[config.mk]
export PLATFORM = sky130hd
export DESIGN_NAME = pipeline_stage_hs
export DESIGN_NICKNAME = d
export VERILOG_FILES = /design/src/rtl/pipeline_stage_hs.sv
export SDC_FILE = /design/constraint.sdc
export NUM_CORES = 1
export LEC_CHECK = 0
export CELL_PAD_IN_SITES_DETAIL_PLACEMENT = 1
export CELL_PAD_IN_SITES_GLOBAL_PLACEMENT = 2
export CORE_UTILIZATION = 19
export DETAILED_ROUTE_END_ITERATION = 10
export MAX_ROUTING_LAYER = met4
export PLACE_DENSITY_LB_ADDON = 0.3
export SYNTH_ARGS = -nofsm -noshare
export SYNTH_HDL_FRONTEND = slang
export SYNTH_SLANG_ARGS = --single-unit
[constraint.sdc]
create_clock -name clk -period 1.8 [get_ports clk]
set_input_delay 0.36 -clock clk [delete_from_list [all_inputs] [get_ports clk]]
set_output_delay 0.36 -clock clk [all_outputs]
set_load 0.02 [all_outputs]
[src/rtl/pipeline_stage_hs.sv]
// Pipeline stage register with valid/ready handshake, flush-to-bubble and saturating stall/bubble counters.
// Optional skid entry with registered up_ready when PIPE_SKID_EN is defined.
module pipeline_stage_hs #(
  parameter int CTRL_W = 8,
  parameter int DATA_W = 128,
  parameter int CNT_W  = 16
) (
  input  logic              clk,
  input  logic              reset,
  input  logic              up_valid,
  output logic              up_ready,
  input  logic [CTRL_W-1:0] up_ctrl,
  input  logic [DATA_W-1:0] up_data,
  output logic              dn_valid,
  input  logic              dn_ready,
  output logic [CTRL_W-1:0] dn_ctrl,
  output logic [DATA_W-1:0] dn_data,
  input  logic              flush,
  output logic [CNT_W-1:0]  stall_cnt,
  output logic [CNT_W-1:0]  bubble_cnt
);

  function automatic logic [CNT_W-1:0] sat_inc(input logic [CNT_W-1:0] v);
    return (&v) ? v : v + CNT_W'(1);
  endfunction

  logic              r_main_vld_p1;
  logic [CTRL_W-1:0] r_main_ctrl_p1;
  logic [DATA_W-1:0] r_main_data_p1;
  logic [CNT_W-1:0]  r_stall_cnt;
  logic [CNT_W-1:0]  r_bubble_cnt;
  logic              w_xfer_in;
  logic              w_xfer_out;

  assign w_xfer_in  = up_valid & up_ready;
  assign w_xfer_out = r_main_vld_p1 & dn_ready;

`ifdef PIPE_SKID_EN
  logic              r_skid_vld_p1;
  logic [CTRL_W-1:0] r_skid_ctrl_p1;
  logic [DATA_W-1:0] r_skid_data_p1;
  logic              w_skid_load;

  // up_ready depends only on state, breaking the dn_ready -> up_ready path
  assign up_ready    = ~r_skid_vld_p1;
  assign w_skid_load = w_xfer_in & r_main_vld_p1 & ~dn_ready & ~flush;

  // p1 stage: main entry control; skid drains into main on every transfer out
  always_ff @(posedge clk) begin
    if (reset) begin
      r_main_vld_p1  <= 1'b0;
      r_main_ctrl_p1 <= '0;
      r_skid_vld_p1  <= 1'b0;
    end else if (flush) begin
      r_main_vld_p1  <= 1'b0;
      r_main_ctrl_p1 <= '0;
      r_skid_vld_p1  <= 1'b0;
    end else if (w_xfer_out) begin
      if (r_skid_vld_p1) begin
        r_main_ctrl_p1 <= r_skid_ctrl_p1;
        r_skid_vld_p1  <= 1'b0;
      end else if (w_xfer_in) begin
        r_main_ctrl_p1 <= up_ctrl;
      end else begin
        r_main_vld_p1  <= 1'b0;
        r_main_ctrl_p1 <= '0;
      end
    end else if (w_xfer_in) begin
      if (r_main_vld_p1) begin
        r_skid_vld_p1 <= 1'b1;
      end else begin
        r_main_vld_p1  <= 1'b1;
        r_main_ctrl_p1 <= up_ctrl;
      end
    end
  end

  always_ff @(posedge clk) begin
    if (reset) begin
      r_main_data_p1 <= '0;
    end else if (!flush) begin
      if (w_xfer_out) begin
        if (r_skid_vld_p1) begin
          r_main_data_p1 <= r_skid_data_p1;
        end else if (w_xfer_in) begin
          r_main_data_p1 <= up_data;
        end
      end else if (w_xfer_in && !r_main_vld_p1) begin
        r_main_data_p1 <= up_data;
      end
    end
  end

  // Skid payload needs no reset: it is only read while r_skid_vld_p1 is set
  always_ff @(posedge clk) begin
    if (w_skid_load) begin
      r_skid_ctrl_p1 <= up_ctrl;
      r_skid_data_p1 <= up_data;
    end
  end
`else
  assign up_ready = ~r_main_vld_p1 | dn_ready;

  // p1 stage: single entry; a word leaving without a replacement becomes a bubble
  always_ff @(posedge clk) begin
    if (reset) begin
      r_main_vld_p1  <= 1'b0;
      r_main_ctrl_p1 <= '0;
    end else if (flush) begin
      r_main_vld_p1  <= 1'b0;
      r_main_ctrl_p1 <= '0;
    end else if (w_xfer_in) begin
      r_main_vld_p1  <= 1'b1;
      r_main_ctrl_p1 <= up_ctrl;
    end else if (w_xfer_out) begin
      r_main_vld_p1  <= 1'b0;
      r_main_ctrl_p1 <= '0;
    end
  end

  always_ff @(posedge clk) begin
    if (reset) begin
      r_main_data_p1 <= '0;
    end else if (!flush && w_xfer_in) begin
      r_main_data_p1 <= up_data;
    end
  end
`endif

  // Counters observe the registered state ahead of the edge
  always_ff @(posedge clk) begin
    if (reset) begin
      r_stall_cnt  <= '0;
      r_bubble_cnt <= '0;
    end else begin
      if (r_main_vld_p1 && !dn_ready) r_stall_cnt <= sat_inc(r_stall_cnt);
      if (!r_main_vld_p1)             r_bubble_cnt <= sat_inc(r_bubble_cnt);
    end
  end

  assign dn_valid   = r_main_vld_p1;
  assign dn_ctrl    = r_main_ctrl_p1;
  assign dn_data    = r_main_data_p1;
  assign stall_cnt  = r_stall_cnt;
  assign bubble_cnt = r_bubble_cnt;

endmodule

==> impl_metrics.py, run 1 <==
metrics = {
    "setup_path": {
        "end_kind": "flop",
        "path_cells": "nand4_1 > buf_4 > or3_4 > or4_4 > a21oi_2",
        "r2r_cells": 5,
        "arrival_ns": 2.17,
        "r2r_end": "stall_cnt[10]",
        "worst-path-stages": 5,
        "cp.required_ns": 2.17,
        "path_class": "reg2reg",
        "r2r-start": "stall_cnt[4]",
        "cp-endpoint": "stall_cnt[10]",
        "slowest_stage": "or4_4",
        "crit_family": "simple AND/OR/NAND/NOR gates",
        "rrSetupSlack_ns": -0.004,
        "cp-startpoint": "stall_cnt[4]",
        "cp_max_fo": 6,
        "critPathLaunchType": "flop",
        "critical_path.max_stage_delay_ns": 0.49,
        "path_buf_inv": 1,
    },
    "cells_and_area": {
        "fin_cells": 1588,
        "mostFrequentLayoutCells": "nand2_1, clkdlybuf4s50_1, dfxtp_1",
        "nFillCells": 3871,
        "final_nets": 1274,
        "seqCellArea_um2": 3396,
        "multi_input_area_um2": 2815,
        "area_delta_synth_final_pct": 77.64,
        "final_area_um2": 11290,
        "drive_gt1_frac": 0.1128,
        "fin_util": 0.3453,
        "final_common_cell": "nand2_1",
    },
    "timing": {
        "clock_skew_ns": 0.008286,
        "worst_pin_slew_ns": 0.4707,
        "rsz0062_at_grt": "yes",
        "maxSlewHeadroom": 0.6862,
        "min_period_ns": 1.804,
        "slew_viol_final": 0,
        "timing.hold.ws_ns": 0.3650,
        "fin_crit_sh": 1.002,
        "fmax_mhz": 554.3,
        "setup_violations": 1,
        "fin_ws_ns": -0.004058,
        "hold_violations": 0,
    },
    "yosys": {
        "ys_seq_elements": 169,
        "synth_top_area_frac": 0.5322,
        "synth_cell_types": 44,
        "syn_avg_cell_area_um2": 8.068,
        "synth.largest_area_cell": "dfxtp_1",
        "yosysSeqAreaShare": 0.5322,
        "synth-xor-area-share": 0.004133,
        "synthMuxAreaShare": 0.01279,
        "mappedNetlistNets": 931,
        "synth-compound-area-share": 0.1752,
        "synth.cell_area_um2": 6357,
        "yosys_warnings": 0,
        "synth_top_family_by_area": "simple AND/OR/NAND/NOR gates",
        "ys_top_cells_by_area": "dfxtp_1, nand2_1, a21oi_1",
        "postSynthCellCount": 788,
        "yosys.area_share.simple": 0.2350,
        "synthAdderAreaFrac": 0.003936,
    },
    "clock_tree": {
        "htreeDepth": 4,
        "clk_pin_slew_ns": 0.07,
        "cts_tree": "built",
        "ctsHoldBuffers": 0,
        "clock-sinks": 169,
        "numCtsBuffers": 17,
        "clockBufferDepth": 2,
        "insertion_delay_ns": 0.43,
        "cts_root_buffer": "clkbuf_16",
    },
    "global_route": {
        "antenna_found_initial": 2,
        "track_usage": 0.1502,
        "grt_max_degree": 53,
        "grt_pass1_wl_um": 38410,
        "globalRouteOverflowTotal": 0,
        "grt_pass1_vias": 7007,
    },
    "place": {
        "dpl_worst_slack_ns": -0.4365,
        "gp_congestion": 0.7450,
        "placed_cells": 1546,
        "placed_cell_area_um2": 10470,
        "dp_hpwl_um": 18180,
        "portBuffers": 310,
    },
    "pwr": {
        "ir_drop_uv": 613.1,
        "leakagePower_nw": 5.197,
        "powerDensity_nw_per_um2": 804.4,
    },
    "outcome": {
        "violations": "negative setup slack",
        "status": "finished, violations left",
    },
    "job": {
        "cap_violations": 0,
    },
    "die": {
        "coreArea_um2": 32700,
        "ios": 311,
        "dieArea_um2": 34200,
        "initial_core_util": 0.1944,
        "dieHeight_um": 184.9,
        "die_w_um": 184.9,
        "rows": 66,
    },
    "routing": {
        "ant_nets": 0,
        "drc_errors": 0,
        "drt-pass1-iter-count": 4,
        "vias": 6818,
        "drt-wirelength-per-cell_um": 16.05,
        "avgViaCountPerCell": 4.293,
        "first_iter_violations": 190,
        "wirelength_um": 25490,
    },
    "worst_hold_path": {
        "min_path_type": "in2reg",
    },
}
==> how the worst min path moves through the flow <==
stage / slack, ns / cells after the start / startpoint / end
floorplan: 0.44 / 1 / flush / dn_ctrl[7]
global placement: 0.44 / 2 / dn_data[40] / dn_data[40]
detailed placement: 0.45 / 2 / dn_data[10] / dn_data[10]
CTS: 0.34 / 2 / reset / bubble_cnt[10]
global route: 0.37 / 2 / reset / bubble_cnt[10]
finish: 0.37 / 2 / reset / bubble_cnt[10]
==> synthesized netlist by cell type <==
cell / instances
o41a_1: 1
a2111oi_0: 1
and4_1: 2
nor3_1: 8
and2b_1: 1
a21oi_1: 147
or3_4: 1
xnor2_1: 3
or4_4: 1
nand4_1: 9
o31ai_1: 9
a31oi_1: 2
or3_1: 6
or2_2: 2
a41oi_1: 1
nand3_1: 7
buf_2: 1
nand2_1: 266
buf_6: 1
buf_1: 1
nand4b_1: 2
nor2_1: 12
mux2i_1: 7
o21ai_0: 18
inv_2: 1
mux2_2: 1
nor2b_1: 1
dfxtp_1: 169
a32oi_1: 8
ha_1: 2
and3_1: 1
a211oi_1: 3
inv_1: 5
and4b_1: 2
nand3b_1: 2
nor3b_1: 1
or4_1: 9
o41ai_1: 3
o21a_1: 1
nor4_1: 6
and2_1: 7
o311ai_0: 4
a311oi_1: 2
clkbuf_1: 51
==> cell type report <==
type	instances	area share
multi-input combinational	559	0.2493
clock buffer	20	0.04044
timing repair buffer	378	0.3457
inverter	6	0.002216
clock inverter	12	0.01230
sequential	169	0.3007
antenna	2	0.0004432
tap	442	0.04897
==> logic make-up after synthesis <==
group                    count (synthesis)
buffers and inverters                   60
adder cells (fa/ha/maj)                  2
XOR/XNOR                                 3
multiplexers                             8
AND/OR/NAND/NOR                        346
AO/OA/AOI/OAI                          200
flip-flops                             169
==> metrics by stage <==
| stage | setup TNS [ns] | total power [mW] |
|---|---|---|
| after floorplan | -0.008715 | 4.566 |
| after CTS | 0 | 9.288 |
| after global placement | -47.25 | 5.416 |
| final | -0.004058 | 9.084 |
| after global routing | -0.1179 | 9.546 |
| after detailed placement | -52.35 | 5.422 |
==> flip-flops by register name, indices dropped and copies added, names as in the netlist <==
signal and cells:
bubble_cnt 16, dn_data 128, dn_valid 1, dn_ctrl 8
stall_cnt 16
==> layer usage <==
metal / part of all wire / track usage / wire length [um] / vias up
met2: 0.48 / 0.2436 / 12220 / 199
met5: 0 / - / 0 / -
met3: 0.084 / 0.06056 / 2138 / 13
met4: 0.0086 / 0.03901 / 218 / 0
met1: 0.43 / 0.1709 / 10920 / 3228
li1: - / - / - / 3378
==> repair_timing <==
action | 4_1_cts | 5_1_grt
resized for setup | 71 | 76
pin swaps | 1 | 6
cloned | 0 | 3
buffers inserted | 2 | 4
setup endpoints to repair | 67 | 97
==> power breakdown <==
part	total, mW	internal (mW)	switching (mW)
Sequential	3.96	3.89	0.0737
Combinational	1.33	0.694	0.639
Clock	3.79	2.13	1.66
Power figures use the tool's default switching activity.
==> run 2: changes to the inputs <==
--- a/config.mk
+++ b/config.mk
@@ -11,6 +11,7 @@
 export DETAILED_ROUTE_END_ITERATION = 10
 export MAX_ROUTING_LAYER = met4
 export PLACE_DENSITY_LB_ADDON = 0.3
+export SKIP_CTS_REPAIR_TIMING = 1
 export SYNTH_ARGS = -nofsm -noshare
 export SYNTH_HDL_FRONTEND = slang
 export SYNTH_SLANG_ARGS = --single-unit
==> impl_metrics.py, run 2 (synthesis results as in run 1) <==
metrics = {
    "pwr": {
        "leakagePower_nw": 5.978,
        "comb_power_share": 0.146,
        "p_int_mw": 6.721,
        "power_mw": 9.078,
        "ir_drop_uv": 616.1,
        "p_sw_mw": 2.358,
        "pwr-share-seq": 0.436,
        "powerDensity_nw_per_um2": 794.3,
        "p_sw_frac": 0.2597,
        "power.clock.fraction": 0.417,
    },
    "global_route": {
        "globalRouteOverflowTotal": 0,
        "grt_pass1_vias": 7009,
        "track_usage": 0.1500,
        "grt_max_degree": 53,
        "grt_pass1_wl_um": 38380,
        "antenna_found_initial": 2,
    },
    "setup_path": {
        "critPathLaunchType": "flop",
        "crit_family": "buffers and inverters",
        "path_buf_inv": 1,
        "critical_path.max_stage_delay_ns": 0.63,
        "end_kind": "output pin",
        "r2r-start": "stall_cnt[2]",
        "path_class": "reg2out",
        "arrival_ns": 1.39,
        "slowest_stage": "clkdlybuf4s50_1",
        "cp-startpoint": "dn_data[82]",
        "cp_max_fo": 2,
        "cp.required_ns": 1.44,
        "path_cells": "clkdlybuf4s50_1",
    },
    "clock_tree": {
        "clock-sinks": 169,
        "htreeDepth": 4,
        "clockBufferDepth": 2,
        "clk_pin_slew_ns": 0.07,
        "numCtsBuffers": 17,
        "cts_tree": "built",
        "cts_root_buffer": "clkbuf_16",
        "insertion_delay_ns": 0.44,
    },
    "routing": {
        "wirelength_um": 25030,
        "drt-wirelength-per-cell_um": 15.83,
        "drc_errors": 0,
        "avgViaCountPerCell": 4.290,
        "first_iter_violations": 206,
        "drt-pass1-iter-count": 4,
        "vias": 6783,
        "ant_nets": 0,
    },
    "timing": {
        "worst_pin_slew_ns": 0.4834,
        "maxSlewHeadroom": 0.6777,
        "setup_violations": 0,
        "fmax_mhz": 572.1,
        "fin_crit_sh": 0.9711,
        "hold_violations": 0,
        "min_period_ns": 1.748,
        "slew_viol_final": 0,
        "clock_skew_ns": 0.008787,
    },
    "outcome": {
        "status": "finished clean",
    },
    "die": {
        "dieHeight_um": 184.9,
        "initial_core_util": 0.1944,
        "rows": 66,
        "dieArea_um2": 34200,
        "die_w_um": 184.9,
        "coreArea_um2": 32700,
        "ios": 311,
    },
    "place": {
        "placed_cell_area_um2": 10470,
        "dp_hpwl_um": 18180,
        "gp_congestion": 0.7450,
        "portBuffers": 310,
    },
    "job": {
        "cap_violations": 0,
    },
    "worst_hold_path": {
        "min_path_type": "in2reg",
        "worstHoldStart": "reset",
    },
    "cells_and_area": {
        "area_delta_synth_final_pct": 79.79,
        "nFillCells": 3836,
        "final_area_um2": 11430,
        "mostFrequentLayoutCells": "nand2_1, clkdlybuf4s50_1, dfxtp_1",
        "largest_reg_flops": 128,
        "drive_gt1_frac": 0.1047,
        "final_common_cell": "nand2_1",
        "final_nets": 1267,
    },
}
-- run 2: changes by cell type in the layout (fill, tap and decap cells not counted), sizes merged --
cell / change
buf: -7
dlygate4sd2: -64
clkbuf: -2
dlymetal6s2s: +66
-- run 2: per-layer routing --
layer | wire length [um] | GRT usage | up-vias
met3 | 2099 | 0.06115 | 12
li1 | - | - | 3364
met4 | 233 | 0.03901 | 0
met1 | 10690 | 0.1711 | 3216
met2 | 12010 | 0.2424 | 191
met5 | 0 | - | -
-- run 2: worst paths after layout --
kind | end | slack (ns) | cells past startpoint
min | bubble_cnt[10] | 0.37 | 2
max reg2reg | stall_cnt[15] | 0.06 | 5
max | dn_data[82] | 0.05 | 1
min reg2reg | dn_data[86] | 0.45 | 2
-- run 2: power groups by stage --
stage / sequential, mW / combinational, mW / clock (mW)
CTS: 3.97 / 1.38 / 3.97
global placement: 4.05 / 1.37 / 0
detailed placement: 4.05 / 1.37 / 0
global route: 3.98 / 1.44 / 4.12
floorplan: 4.23 / 0.334 / 0
finish: 3.96 / 1.33 / 3.79
-- run 2: final cells by class --
class	instances	area, um2	share of cell area
Timing Repair Buffer	371	4066	0.3558
Sequential cell	169	3400	0.2974
Multi-Input combinational cell	559	2785	0.2437
Tap cell	442	553.0	0.04839
Clock buffer	20	456.7	0.03996
Clock inverter	12	138.9	0.01215
Inverter	6	25.02	0.002189
Antenna cell	2	5.005	0.0004379
-- run 2: through the flow --
| stage | TNS, ns | setup slack (ns) | cells | hold WS [ns] | util |
|---|---|---|---|---|---|
| after floorplan | -0.008715 | -0.008715 | 788 | 0.4393 | - |
| after global placement | -47.25 | -0.3991 | 1546 | 0.4411 | 0.3203 |
| after detailed placement | -52.35 | -0.4365 | 1546 | 0.4458 | 0.3203 |
| after CTS | -4.826 | -0.4121 | 1578 | 0.3387 | 0.3385 |
| after global routing | -0.004427 | -0.003110 | 1581 | 0.3685 | 0.3495 |
| final | 0 | 0.05210 | 1581 | 0.3738 | 0.3495 |
